**src/rtl/axis_stream_cov_monitor.sv**
```systemverilog
// Passive AXI4-Stream monitor. It checks the handshake protocol, counts transfers,
// packets and stalls, and keeps a histogram of packet lengths.
module axis_stream_cov_monitor #(
    parameter int DATA_W  = 32,
    parameter int KEEP_W  = DATA_W / 8,
    parameter int CNT_W   = 16,
    parameter int LEN_W   = 12,
    parameter int MAX_LEN = 256,
    parameter int B0_MAX  = 1,
    parameter int B1_MAX  = 4,
    parameter int B2_MAX  = 16
) (
    input  logic                 clk,
    input  logic                 rst_n,
    input  logic                 clear,
    input  logic                 tvalid,
    input  logic                 tready,
    input  logic [DATA_W-1:0]    tdata,
    input  logic [KEEP_W-1:0]    tkeep,
    input  logic                 tlast,
    output logic [CNT_W-1:0]     xfer_cnt,
    output logic [CNT_W-1:0]     pkt_cnt,
    output logic [CNT_W-1:0]     stall_cnt,
    output logic [4*CNT_W-1:0]   bin_cnt,
    output logic                 in_pkt,
    output logic [3:0]           err
);

    typedef enum logic [1:0] {S_IDLE, S_PKT, S_HOLD_I, S_HOLD_P} state_t;

    localparam int LW     = LEN_W + 1;
    localparam int SNAP_W = DATA_W + KEEP_W + 1;
    localparam logic [LW-1:0] MAX_L = LW'(MAX_LEN);
    localparam logic [LW-1:0] LIM_L = LW'(MAX_LEN + 1);
    localparam logic [LW-1:0] B0_L  = LW'(B0_MAX);
    localparam logic [LW-1:0] B1_L  = LW'(B1_MAX);
    localparam logic [LW-1:0] B2_L  = LW'(B2_MAX);

    function automatic logic [CNT_W-1:0] sat_inc(input logic [CNT_W-1:0] v);
        return (&v) ? v : v + 1'b1;
    endfunction

    state_t              state_reg, state_next;
    logic [LW-1:0]       len_reg, len_next, len_inc;
    logic [SNAP_W-1:0]   snap_reg, payload;
    logic [CNT_W-1:0]    xfer_reg, pkt_reg, stall_reg;
    logic [CNT_W-1:0]    bin_reg [4];
    logic [3:0]          err_reg, err_set, bin_hit;
    logic                in_pkt_reg;
    logic                accept, stall, holding, drop, snap_load, sync_rst;

    assign accept   = tvalid & tready;
    assign stall    = tvalid & ~tready;
    assign payload  = {tdata, tkeep, tlast};
    assign holding  = (state_reg == S_HOLD_I) || (state_reg == S_HOLD_P);
    assign sync_rst = ~rst_n | clear;

    always_comb begin
        state_next = state_reg;
        drop       = 1'b0;
        case (state_reg)
            S_IDLE, S_PKT: begin
                if (accept)
                    state_next = tlast ? S_IDLE : S_PKT;
                else if (stall)
                    state_next = (state_reg == S_IDLE) ? S_HOLD_I : S_HOLD_P;
            end
            S_HOLD_I, S_HOLD_P: begin
                if (accept) begin
                    state_next = tlast ? S_IDLE : S_PKT;
                end else if (!tvalid) begin
                    // Master withdrew an offered beat: protocol violation.
                    drop       = 1'b1;
                    state_next = (state_reg == S_HOLD_I) ? S_IDLE : S_PKT;
                end
            end
            default: state_next = S_IDLE;
        endcase
    end

    always_comb begin
        snap_load = ~holding & stall;
        // Tracker parks at MAX_LEN+1 once a packet overruns, so it never wraps.
        len_inc   = (len_reg >= LIM_L) ? LIM_L : len_reg + 1'b1;
        len_next  = len_reg;
        if (accept)
            len_next = tlast ? '0 : len_inc;
        bin_hit = 4'b0000;
        if (accept && tlast) begin
            if (len_inc > MAX_L)      bin_hit[3] = 1'b1;
            else if (len_inc <= B0_L) bin_hit[0] = 1'b1;
            else if (len_inc <= B1_L) bin_hit[1] = 1'b1;
            else if (len_inc <= B2_L) bin_hit[2] = 1'b1;
            else                      bin_hit[3] = 1'b1;
        end
        err_set[0] = drop;
        err_set[1] = holding & tvalid & (payload != snap_reg);
        err_set[2] = accept & (len_inc > MAX_L);
        err_set[3] = accept & (tkeep == '0);
    end

    always_ff @(posedge clk) begin
        if (sync_rst) begin
            state_reg  <= S_IDLE;
            len_reg    <= '0;
            snap_reg   <= '0;
            xfer_reg   <= '0;
            pkt_reg    <= '0;
            stall_reg  <= '0;
            err_reg    <= '0;
            in_pkt_reg <= 1'b0;
        end else begin
            state_reg  <= state_next;
            len_reg    <= len_next;
            if (snap_load)
                snap_reg <= payload;
            if (accept)
                xfer_reg <= sat_inc(xfer_reg);
            if (accept && tlast)
                pkt_reg <= sat_inc(pkt_reg);
            if (stall)
                stall_reg <= sat_inc(stall_reg);
            err_reg    <= err_reg | err_set;
            in_pkt_reg <= (state_next == S_PKT) || (state_next == S_HOLD_P);
        end
    end

    generate
        for (genvar gi = 0; gi < 4; gi++) begin : g_bin
            always_ff @(posedge clk) begin
                if (sync_rst)
                    bin_reg[gi] <= '0;
                else if (bin_hit[gi])
                    bin_reg[gi] <= sat_inc(bin_reg[gi]);
            end
            assign bin_cnt[gi*CNT_W +: CNT_W] = bin_reg[gi];
        end
    endgenerate

    assign xfer_cnt  = xfer_reg;
    assign pkt_cnt   = pkt_reg;
    assign stall_cnt = stall_reg;
    assign in_pkt    = in_pkt_reg;
    assign err       = err_reg;

endmodule

```
**config.mk**
```make
export PLATFORM = sky130hd
export DESIGN_NAME = axis_stream_cov_monitor
export DESIGN_NICKNAME = d
export VERILOG_FILES = /design/src/rtl/axis_stream_cov_monitor.sv
export SDC_FILE = /design/constraint.sdc
export NUM_CORES = 1
export LEC_CHECK = 0
export CORE_MARGIN = 3
export CORE_UTILIZATION = 32
export DETAILED_ROUTE_END_ITERATION = 8
export GPL_TIMING_DRIVEN = 0
export PLACE_DENSITY = 0.53
export SLEW_MARGIN = 20
export SYNTH_ARGS = -nofsm -noshare
export SYNTH_HDL_FRONTEND = slang
export SYNTH_SLANG_ARGS = --single-unit
```
**constraint.sdc**
```tcl
create_clock -name clk -period 4.18 [get_ports clk]
set_clock_uncertainty 0.2 [all_clocks]
set_input_delay 1.254 -clock clk [delete_from_list [all_inputs] [get_ports clk]]
set_output_delay 1.254 -clock clk [all_outputs]
set_load 0.01 [all_outputs]
```
-- Yosys cells after proc, flatten, opt, wreduce, memory -nomap -nowiden
Memory sizes are Yosys's and may differ from the RTL's.
Cells that the tools add are included.
- flip-flop bits (word level): 105
- bits in writable memories: 64
- input bits: 42
- output and inout bits: 117
- memories kept: 1
- memories (memory ; words ; width ; read ports ; clocked after Yosys merged registers in ; write ports ; line ; RTL):
    bin_reg ; 4 ; 16 ; 4 ; 0 ; 4 ; 47 ; logic [CNT_W-1:0] bin_reg [4];
- $add $sub $neg: 8
- magnitude comparators: 5
- eq/ne operators: 6
- muxes and demuxes: 44
- bitwise gates (word level): 19
- reductions and logical operators: 17
- operator list (kind ; count):
    $mux W16 ; 8
    $add A16 B1 Y16 const B ; 7
    $reduce_and A16 Y1 ; 7
    $ne A37 B37 Y1 ; 1
    $mux W13 ; 2
    $mux W1 ; 25
    $add A13 B1 Y13 const B ; 1
    $ge A13 B9 Y1 const B ; 1
    $gt A13 B9 Y1 const B ; 1
    $le A13 B1 Y1 const B ; 1
    $le A13 B3 Y1 const B ; 1
    $le A13 B5 Y1 const B ; 1
    $mux W2 ; 5
    $and A1 B1 Y1 ; 7
    $eq A2 B2 Y1 const B ; 3
    $mux W3 ; 2
    $not A1 Y1 ; 6
    $reduce_and A2 Y1 ; 3
    $or A1 B1 Y1 ; 5
    $eq A2 B1 Y1 const B ; 2
    $logic_not A4 Y1 ; 1
    $mux W4 ; 1
    $or A4 B4 Y4 ; 1
    $pmux W2 S2 ; 1
    4 further kinds ; 6

-- Longest topological paths before layout
Gate-level depths: netlist of the first run.
- word-level depth: 12
- gate-level depth with buffers: 10

-- Worst setup path after synthesis of the first run
Ideal clock, no wire load.
- path type: input port to flip-flop
- start point: input tlast
- end point: memory bin_reg[2][0] (enable)
- setup time: 411 ps
- arrival time: 3596 ps
- data required time: 3569 ps
- path slack: -27 ps
- stages: 6
- buffers on the path: 1
- cells stage by stage: clkbuf_1 nand3_1 nor2_1 o211ai_1 a211o_4 o21ai_0
- RTL lines (what ; line ; RTL):
    from (decl) ; 20 ; input logic tlast,
    to (decl) ; 47 ;

==> metrics.txt, run 1 <==
Max FO, Critical Path=16; Slew @ Worst Pin=0.731 ns; slowest cell on the critical path=clkdlybuf4s50_1; IO Pins=159; max cap viols=0; setup repair bufs after CTS=0; critical path, cell by cell=clkdlybuf4s50_1 > nand3_1 > nor2_1 > o211ai_1 > a211o_4 > o21ai_4; placed insts=1404; Placed Area=10300 sq um; root buffer cell=clkbuf_16; register area=4000 sq um; post-synth top area cell=dfxtp_1; H-Tree Depth=4; Setup-failing EPs final=0; Final #Nets=1144; startpoint class of the critical path=input pin; cts hold-fix bufs=0; CP arrival=3.69 ns; vias=6920; Final min period=3.83 ns; gr ovfl total=0; layout cells sized above 1=5.33%; fin cells=1436; Worst-path clk slew=0.06 ns; area occupied by multi-input gates=4050 sq um; EDFF count, synth=64; drc violations=0; DIE WIDTH=167 um; CTS max path bufs=2; Slew Viols, Final=0; CP top delay family=compound AO/OA/AOI/OAI gates; Worst Setup End Kind=register; gr usage total=15.1%; DIE AREA=27800 sq um; Seq/Total Area, Yosys=48.4%; reg2reg path depth=8; Final WS setup=0.347 ns; Final Util=42.9%; Via density=4.82; top_reg_cell synth=dfxtp_1; Lkg Pwr=3.64 nW; TritonCTS clock tree=done; Post-Place Worst Slack=-0.400 ns; Fillers=2523; port bufs=157; DR iter-0 viols=331; Starting Density=32.7%; hold slack=0.267 ns; HP Class=register to register; design area=10900 sq um; Post-Syn Nets=967; total power per unit cell area=334 nW/um^2; initial antenna violation count=0; CP Class=input pin to register; ant diodes=0; maximum vdd drop=172 uV; Max-slew headroom=51.1%; Core ar.=25300 sq um; synthesized instance count=916; Final GP Congestion=0.819; max frequency=261 MHz; Worst path depth=6; YS warnings=0; Area contributors post-synth=dfxtp_1, edfxtp_1, xnor2_1; syn_area_per_cell=9.03 sq um; outcome=finished, final reports clean; Bufs and invs on worst path=1; Die H=167 um; number of CTS-inserted buffers=17; WL final=21.3 mm; drt pass-1 iters=4; detailed placement HPWL=15.6 mm; post-synth top area share=25.2%; RSZ-0062 raised after global routing=false; Hold Fails Final Rpt=0; Hold Path Depth=1; # clock sinks=168; number of global-route vias before repair=6538; remaining antenna violation count after routing=0; clock latency on the worst-skew pair=0.43 ns; Mapped Area=8280 sq um; FFs w/ async S/R, synth=0%; flops & latches, synth=168; crit-path max cell delay=0.62 ns; WL per Instance=14.8 um; fin crit share=91.7%; Resized cells post-CTS=0; Largest register FFs=64; critical path data required time=4.04 ns; first-pass GRT wire length=34.4 mm; post-synthesis cell type count=62; area delta synth->final=31.4%; largest net degree at the start of global routing=18; row count=58
[worst paths after layout]
| path | start | to | slack, ns |
|---|---|---|---|
| setup / recovery | tvalid | bin_reg[2][14]$_SDFFCE_PN0P_ | 0.35 |
| hold / removal | err[2]$_SDFF_PP0_ | err[2]$_SDFF_PP0_ | 0.27 |
| setup reg to reg | len_reg[0]$_SDFFE_PP0P_ | bin_reg[1][14]$_SDFFCE_PN0P_ | 0.71 |
| hold reg to reg | err[2]$_SDFF_PP0_ | err[2]$_SDFF_PP0_ | 0.27 |
[placed cells by master (no fill, tap or decap), drive strengths merged, types with 3 or more instances in the layout]
cell type / instances
and3: 31
xor2: 60
a31oi: 3
nor2: 154
or3: 3
ha: 9
inv: 28
nand2b: 3
and4: 8
clkdlybuf4s50: 157
xnor2: 76
clkinv: 3
nand2: 118
edfxtp: 64
a211o: 3
nand3: 49
o21ai: 14
a21oi: 51
a21boi: 3
and2: 6
nor4: 8
buf: 6
nand4: 32
nor3: 17
dfxtp: 104
clkbuf: 51
or2: 3
a211oi: 3
a22oi: 4
or4: 3
[cell usage after synthesis, types with 12 or more instances]
master,number
and3_1,30
nor3_1,17
nand2_1,118
edfxtp_1,64
nor2_1,144
inv_1,20
a21oi_1,51
xnor2_1,76
clkbuf_1,32
dfxtp_1,104
o21ai_0,12
xor2_1,60
nand4_1,32
nand3_1,49
[stage by stage]
stage / power (W) / setup TNS [ns]
final: 0.00364 / 0
after CTS: 0.00369 / 0
after detailed placement: 0.00209 / -8.42
after global placement: 0.00209 / -37.70
after floorplan: 0.00193 / 0
after global routing: 0.00378 / 0
[report_power, final]
group / internal [W] / total, W / switching [W] / leakage (nW)
clock: 0.000876 / 0.00159 / 0.000713 / 0.289
combinational: 0.000134 / 0.000272 / 0.000138 / 1.80
sequential: 0.00173 / 0.00177 / 0.0000403 / 1.55
total: 0.00274 / 0.00364 / 0.000892 / 3.64
[layer usage]
| metal | part of all wire, % | global-route usage (%) | up-vias |
|---|---|---|---|
| met5 | 0 | 0 | - |
| met4 | 0.98 | 3.77 | 0 |
| met3 | 3.7 | 3.30 | 13 |
| met2 | 47 | 24.8 | 137 |
| met1 | 48 | 20.4 | 3255 |
| li1 | - | - | 3515 |
[cell families after synthesis]
logic type	synth area share, %
and+or+nand+nor	25.7
DFF	48.4
xor gates and xnor gates	14.4
AOI/OAI and AO/OA	7.12
buffers and inverters	2.84
adders and majority gates	1.36
muxes	0.242
[cell type report]
cell class / instances / area share, %
plain buffers: 37 / 1.47
well taps: 330 / 3.80
repair buffers: 158 / 14.6
flip-flops and latches: 168 / 36.8
inverters: 20 / 0.690
clock inverters: 13 / 1.22
multi-input cells: 691 / 37.3
clock buffers: 19 / 4.18
(Power assumes the default switching activity.)
==> run 2: changes to the inputs <==
Settings changed: ABC_AREA set to 1, CORE_ASPECT_RATIO set to 1.75, CORE_MARGIN 3 to 4, PLACE_DENSITY 0.53 to 0.52.
==> run 2 against run 1 <==
Effect of this change: critical path depth down 1; sequential share of layout area shrank 1.5 points; combinational power up 4%; count of clock-buffer cells in the layout up 4; hold slack lost 0.023 ns; final area rose by 4.2%; first-iteration DRC count down 9.4%; fmax decreased by 0.63%; power is 4.4% lower; synthesized area rose by 6.0%; cell count is 15% higher; wire length increased by 9.1%.
==> metrics.txt, run 2 <==
clock latency on the worst-skew pair=0.44 ns; Worst Setup EP=bin_reg[0][3]$_SDFFCE_PN0P_; R2R Path End=bin_reg[3][2]$_SDFFCE_PN0P_; drc violations=0; DIE AREA=30200 sq um; hold slack=0.244 ns; total power per unit cell area=307 nW/um^2; FFs w/ async S/R, synth=0%; H-Tree Depth=4; CTS max path bufs=2; Lkg Pwr=4.01 nW; most common cell after layout, fill and taps aside=nand2_1; top-count cell post-synth=nand2_1; reg2reg path depth=12; Worst Setup End Kind=register; Mapped Area=8770 sq um; Flop pwr share=51.3%; drt pass-1 iters=4; YS warnings=0; Slew @ Worst Pin=0.806 ns; Via density=4.62; max cap viols=0; Sw Pwr=0.000848 W; HP Class=register to register; startpoint class of the critical path=input pin; setup_tns=0 ns; setup slack, reg-to-reg=0.99 ns; logic gate share of total power=8.1%; maximum vdd drop=246 uV; Starting Density=32.7%; synthesized instance count=1093; post-synthesis cell type count=43; WL final=23.2 mm; Core ar.=26800 sq um; Final min period=3.86 ns; Clock power frac=40.6%; critical path, cell by cell=clkdlybuf4s50_1 > inv_1 > nor2_1 > clkbuf_1 > nand2_1; outcome=finished, final reports clean; CP arrival=3.67 ns; EDFF count, synth=64; Slew Viols, Final=0; CP startpoint=rst_n; Max-slew headroom=46.2%; CP Class=input pin to register; # clock sinks=168; cts hold-fix bufs=0; number of CTS-inserted buffers=17; vias=7610; fin crit share=92.3%; DIE WIDTH=133 um; most frequent cells in the layout=nand2_1, clkdlybuf4s50_1, inv_1, nor2_1, dfxtp_1; TritonCTS clock tree=done; internal power=0.00263 W; remaining antenna violation count after routing=0; setup repair bufs after CTS=0; Area contributors post-synth=dfxtp_1, edfxtp_1, nand2_1; slowest cell on the critical path=clkbuf_1; placed insts=1616; Resized cells post-CTS=0; port bufs=158; root buffer cell=clkbuf_16; Worst-path clk slew=0.06 ns; syn_area_per_cell=8.02 sq um; top_reg_cell synth=dfxtp_1; area delta synth->final=29.1%; RSZ-0062 raised after global routing=false; flops & latches, synth=168; Switching Fraction=24.4%; post-synth top area cell=dfxtp_1; Die H=227 um; fin cells=1648; ant diodes=0; row count=79; worst r2r src=len_reg[0]$_SDFFE_PP0P_; DR iter-0 viols=300; critical path data required time=3.99 ns; initial antenna violation count=0; Placed Area=10800 sq um; Max FO, Critical Path=16; Setup-failing EPs final=0; crit-path max cell delay=0.67 ns; Seq/Total Area, Yosys=45.6%; detailed placement HPWL=18.1 mm; design area=11300 sq um; first-pass GRT wire length=37.3 mm; layout cells sized above 1=6.31%; Hold Fails Final Rpt=0; Post-synth top cells=nand2_1, inv_1, nor2_1, dfxtp_1, a21oi_1; WL per Instance=14.1 um; gr ovfl total=0; post-synth top area share=23.7%; Fillers=2727; largest net degree at the start of global routing=17; number of global-route vias before repair=7504; Final GP Congestion=0.824; Post-Syn Nets=1144; max frequency=259 MHz; Largest register FFs=64; IO Pins=159; gr usage total=15.5%; Final #Nets=1322
## run 2: cell types whose count changed after synthesis, moves of 25 or more
| cell | change |
|---|---|
| o21ai_0 | +54 |
| inv_1 | +132 |
| a21oi_1 | +36 |
| xnor2_1 | -59 |
| nand2_1 | +43 |
| nor3_1 | +25 |
| and3_1 | -26 |
## run 2: power by group through the flow
stage / clock network [W] / logic [W] / registers (W)
floorplan: 0 / 0.000123 / 0.00182
global placement: 0 / 0.000285 / 0.00182
detailed placement: 0 / 0.000287 / 0.00182
CTS: 0.00147 / 0.000288 / 0.00178
global route: 0.00152 / 0.000314 / 0.00179
finish: 0.00141 / 0.000282 / 0.00178
## run 2: per-layer routing
| layer | wire, um | GRT usage [%] |
|---|---|---|
| met1 | 8510 | 15.2 |
| met2 | 13000 | 30.3 |
| met3 | 1190 | 4.18 |
| met4 | 512 | 6.21 |
| met5 | 0 | 0 |
## run 2: final cells by class
| cell class | instances | area [sq um] | share of cell area (%) |
|---|---|---|---|
| sequential | 168 | 4000 | 35.4 |
| tap | 364 | 455 | 4.02 |
| inverter | 157 | 589 | 5.20 |
| clock buffer | 23 | 448 | 3.95 |
| multi-input combinational | 740 | 4020 | 35.5 |
| buffer | 28 | 158 | 1.39 |
| clock inverter | 9 | 55.1 | 0.486 |
| timing repair buffer | 159 | 1590 | 14.1 |
## run 2: cell families after synthesis
family                   after synthesis  share of synthesized area (%)
adder cells (fa/ha/maj)                9                           1.28
flip-flops                           168                           45.6
XOR/XNOR                              78                           7.79
buffers and inverters                185                           8.52
AO/OA/AOI/OAI                        170                           10.2
AND/OR/NAND/NOR                      483                           26.6
## run 2: how the worst min path moves through the flow
| stage | from | end | slack (ns) | depth (start not counted) |
|---|---|---|---|---|
| 2_1_floorplan | len_reg[12]$_SDFFE_PP0P_ | len_reg[12]$_SDFFE_PP0P_ | 0.22 | 2 |
| 3_3_place_gp | len_reg[12]$_SDFFE_PP0P_ | len_reg[12]$_SDFFE_PP0P_ | 0.23 | 2 |
| 3_5_place_dp | len_reg[12]$_SDFFE_PP0P_ | len_reg[12]$_SDFFE_PP0P_ | 0.24 | 2 |
| 4_1_cts | len_reg[11]$_SDFFE_PP0P_ | len_reg[11]$_SDFFE_PP0P_ | 0.25 | 2 |
| 5_1_grt | len_reg[11]$_SDFFE_PP0P_ | len_reg[11]$_SDFFE_PP0P_ | 0.26 | 2 |
| 6_report | len_reg[11]$_SDFFE_PP0P_ | len_reg[11]$_SDFFE_PP0P_ | 0.24 | 2 |
## run 2: through the flow
stage	total power (W)	utilization, %	setup slack, ns
6_report	0.00347	42.3	0.323
5_1_grt	0.00363	42.3	0.0120
4_1_cts	0.00354	42.3	0.182
3_5_place_dp	0.00211	40.4	-0.296
3_3_place_gp	0.00210	40.3	-1.34
2_1_floorplan	0.00195	-	0.362
## run 2: worst max-delay path: cells and delay by family
family | cells | cell delay (ns)
simple gates | 2 | 1.25
buf+inv | 3 | 1.15
==> run 3: changes to the inputs <==
Settings changed: PLACE_DENSITY 0.52 to 0.5, SKIP_LAST_GASP set to 1.
Clock period 4.18 ns to 5 ns, I/O delays scaled along.
==> run 3 against run 2 <==
Effect of this change: combinational power is 17% lower; global-route usage up 0.26 points; cell count decreased by 0.18%; critical path depth unchanged; core utilization up 0.18 points; final area rose by 0.43%; worst setup slack better by 0.61 ns; count of clock-buffer cells in the layout rose by 4; first-iteration DRC count grew 14%; die area stayed put; non-clock buffer count unchanged; wire length increased by 1.2%.
==> metrics.txt, run 3 (synthesis gave the netlist of run 2 again) <==
WL final=23.5 mm; CP Class=input pin to register; setup repair bufs after CTS=0; max frequency=246 MHz; fin crit share=81.4%; Die H=227 um; maximum vdd drop=226 uV; H-Tree Depth=4; number of CTS-inserted buffers=17; IO Pins=159; TritonCTS clock tree=done; Hold Fails Final Rpt=0; Starting Density=32.7%; initial antenna violation count=0; Setup-failing EPs final=0; critical path data required time=4.81 ns; Final GP Congestion=0.816; Slew Viols, Final=0; Final Util=42.5%; remaining antenna violation count after routing=0; outcome=finished, final reports clean; layout cells sized above 1=6.17%; Final #Nets=1322; max cap viols=0; Placed Area=10800 sq um; total power per unit cell area=264 nW/um^2; RSZ-0062 raised after global routing=false; most common cell after layout, fill and taps aside=nand2_1; Final min period=4.07 ns; ant diodes=0; number of global-route vias before repair=7596; gr ovfl total=0; design area=11400 sq um; Largest register FFs=64; Final WS setup=0.930 ns; Via density=4.61; startpoint class of the critical path=input pin; Lkg Pwr=4.04 nW; Total Power=0.00300 W; Max FO, Critical Path=16; vias=7583; Resized cells post-CTS=0; CTS max path bufs=2; Core ar.=26800 sq um; setup_tns=0 ns; gr usage total=15.7%; DR iter-0 viols=341; Post-Place Worst Slack=0.310 ns; Worst Setup End Kind=register; clock latency on the worst-skew pair=0.44 ns; drc violations=0; area delta synth->final=29.7%; detailed placement HPWL=18.4 mm; Max-slew headroom=46.2%; largest net degree at the start of global routing=17; CP arrival=3.88 ns; row count=79; DIE AREA=30200 sq um; DIE WIDTH=133 um; first-pass GRT wire length=37.7 mm; Worst-path clk slew=0.06 ns; most frequent cells in the layout=nand2_1, clkdlybuf4s50_1, inv_1, nor2_1, dfxtp_1; drt pass-1 iters=5; port bufs=158; cts hold-fix bufs=0; # clock sinks=168; WL per Instance=14.3 um; HP Class=register to register; root buffer cell=clkbuf_16; Slew @ Worst Pin=0.807 ns
[run 3: cell count changes in the layout (fill, tap and decap cells not counted)]
cell / before / now
clkbuf_1: 25 / 24
inv_4: 0 / 1
clkinvlp_4: 1 / 0
bufinv_16: 0 / 1
clkbuf_8: 0 / 3
clkbuf_16: 17 / 18
clkinv_2: 6 / 0
clkinv_4: 2 / 0
clkbuf_2: 0 / 1
[run 3: cell type report]
class / count / area (sq um)
fill: 2694 / 15400
clock inverter: 2 / 36.3
buffer: 28 / 158
clock buffer: 27 / 515
tap: 364 / 455
sequential: 168 / 4000
inverter: 157 / 589
multi-input combinational: 740 / 4020
timing repair buffer: 159 / 1590
[run 3: final timing paths]
path                                               start                           end  slack [ns]  depth (start not counted)
worst max register to register   len_reg[0]$_SDFFE_PP0P_  bin_reg[3][14]$_SDFFCE_PN0P_        1.75                         12
worst max-delay path                               rst_n  bin_reg[0][13]$_SDFFCE_PN0P_        0.93                          5
worst min-delay path            len_reg[12]$_SDFFE_PP0P_      len_reg[12]$_SDFFE_PP0P_        0.24                          2
worst min register to register  len_reg[12]$_SDFFE_PP0P_      len_reg[12]$_SDFFE_PP0P_        0.24                          2
[run 3: routing by layer]
| layer | part of all wire, % | track usage (%) |
|---|---|---|
| met1 | 38 | 15.7 |
| met2 | 55 | 30.8 |
| met3 | 5.2 | 3.89 |
| met4 | 1.9 | 6.31 |
| met5 | 0 | 0 |
[run 3: stage by stage]
step,hold slack (ns),cells
2_1_floorplan,0.224,1093
3_3_place_gp,0.231,1615
3_5_place_dp,0.235,1616
4_1_cts,0.244,1645
5_1_grt,0.269,1645
6_report,0.241,1645
[run 3: worst max-delay path: stages]
cell and delay, ns:
clkdlybuf4s50_1 0.45, inv_1 0.03, nor2_1 0.54, clkbuf_1 0.68, nand2_1 0.66
[run 3: report_power, final]
group | internal (W) | total (W) | leakage (nW) | switching (W)
logic | 0.000111 | 0.000235 | 2.21 | 0.000124
clock network | 0.000750 | 0.00128 | 0.272 | 0.000529
registers | 0.00145 | 0.00149 | 1.55 | 0.0000357
total | 0.00231 | 0.00300 | 4.04 | 0.000688
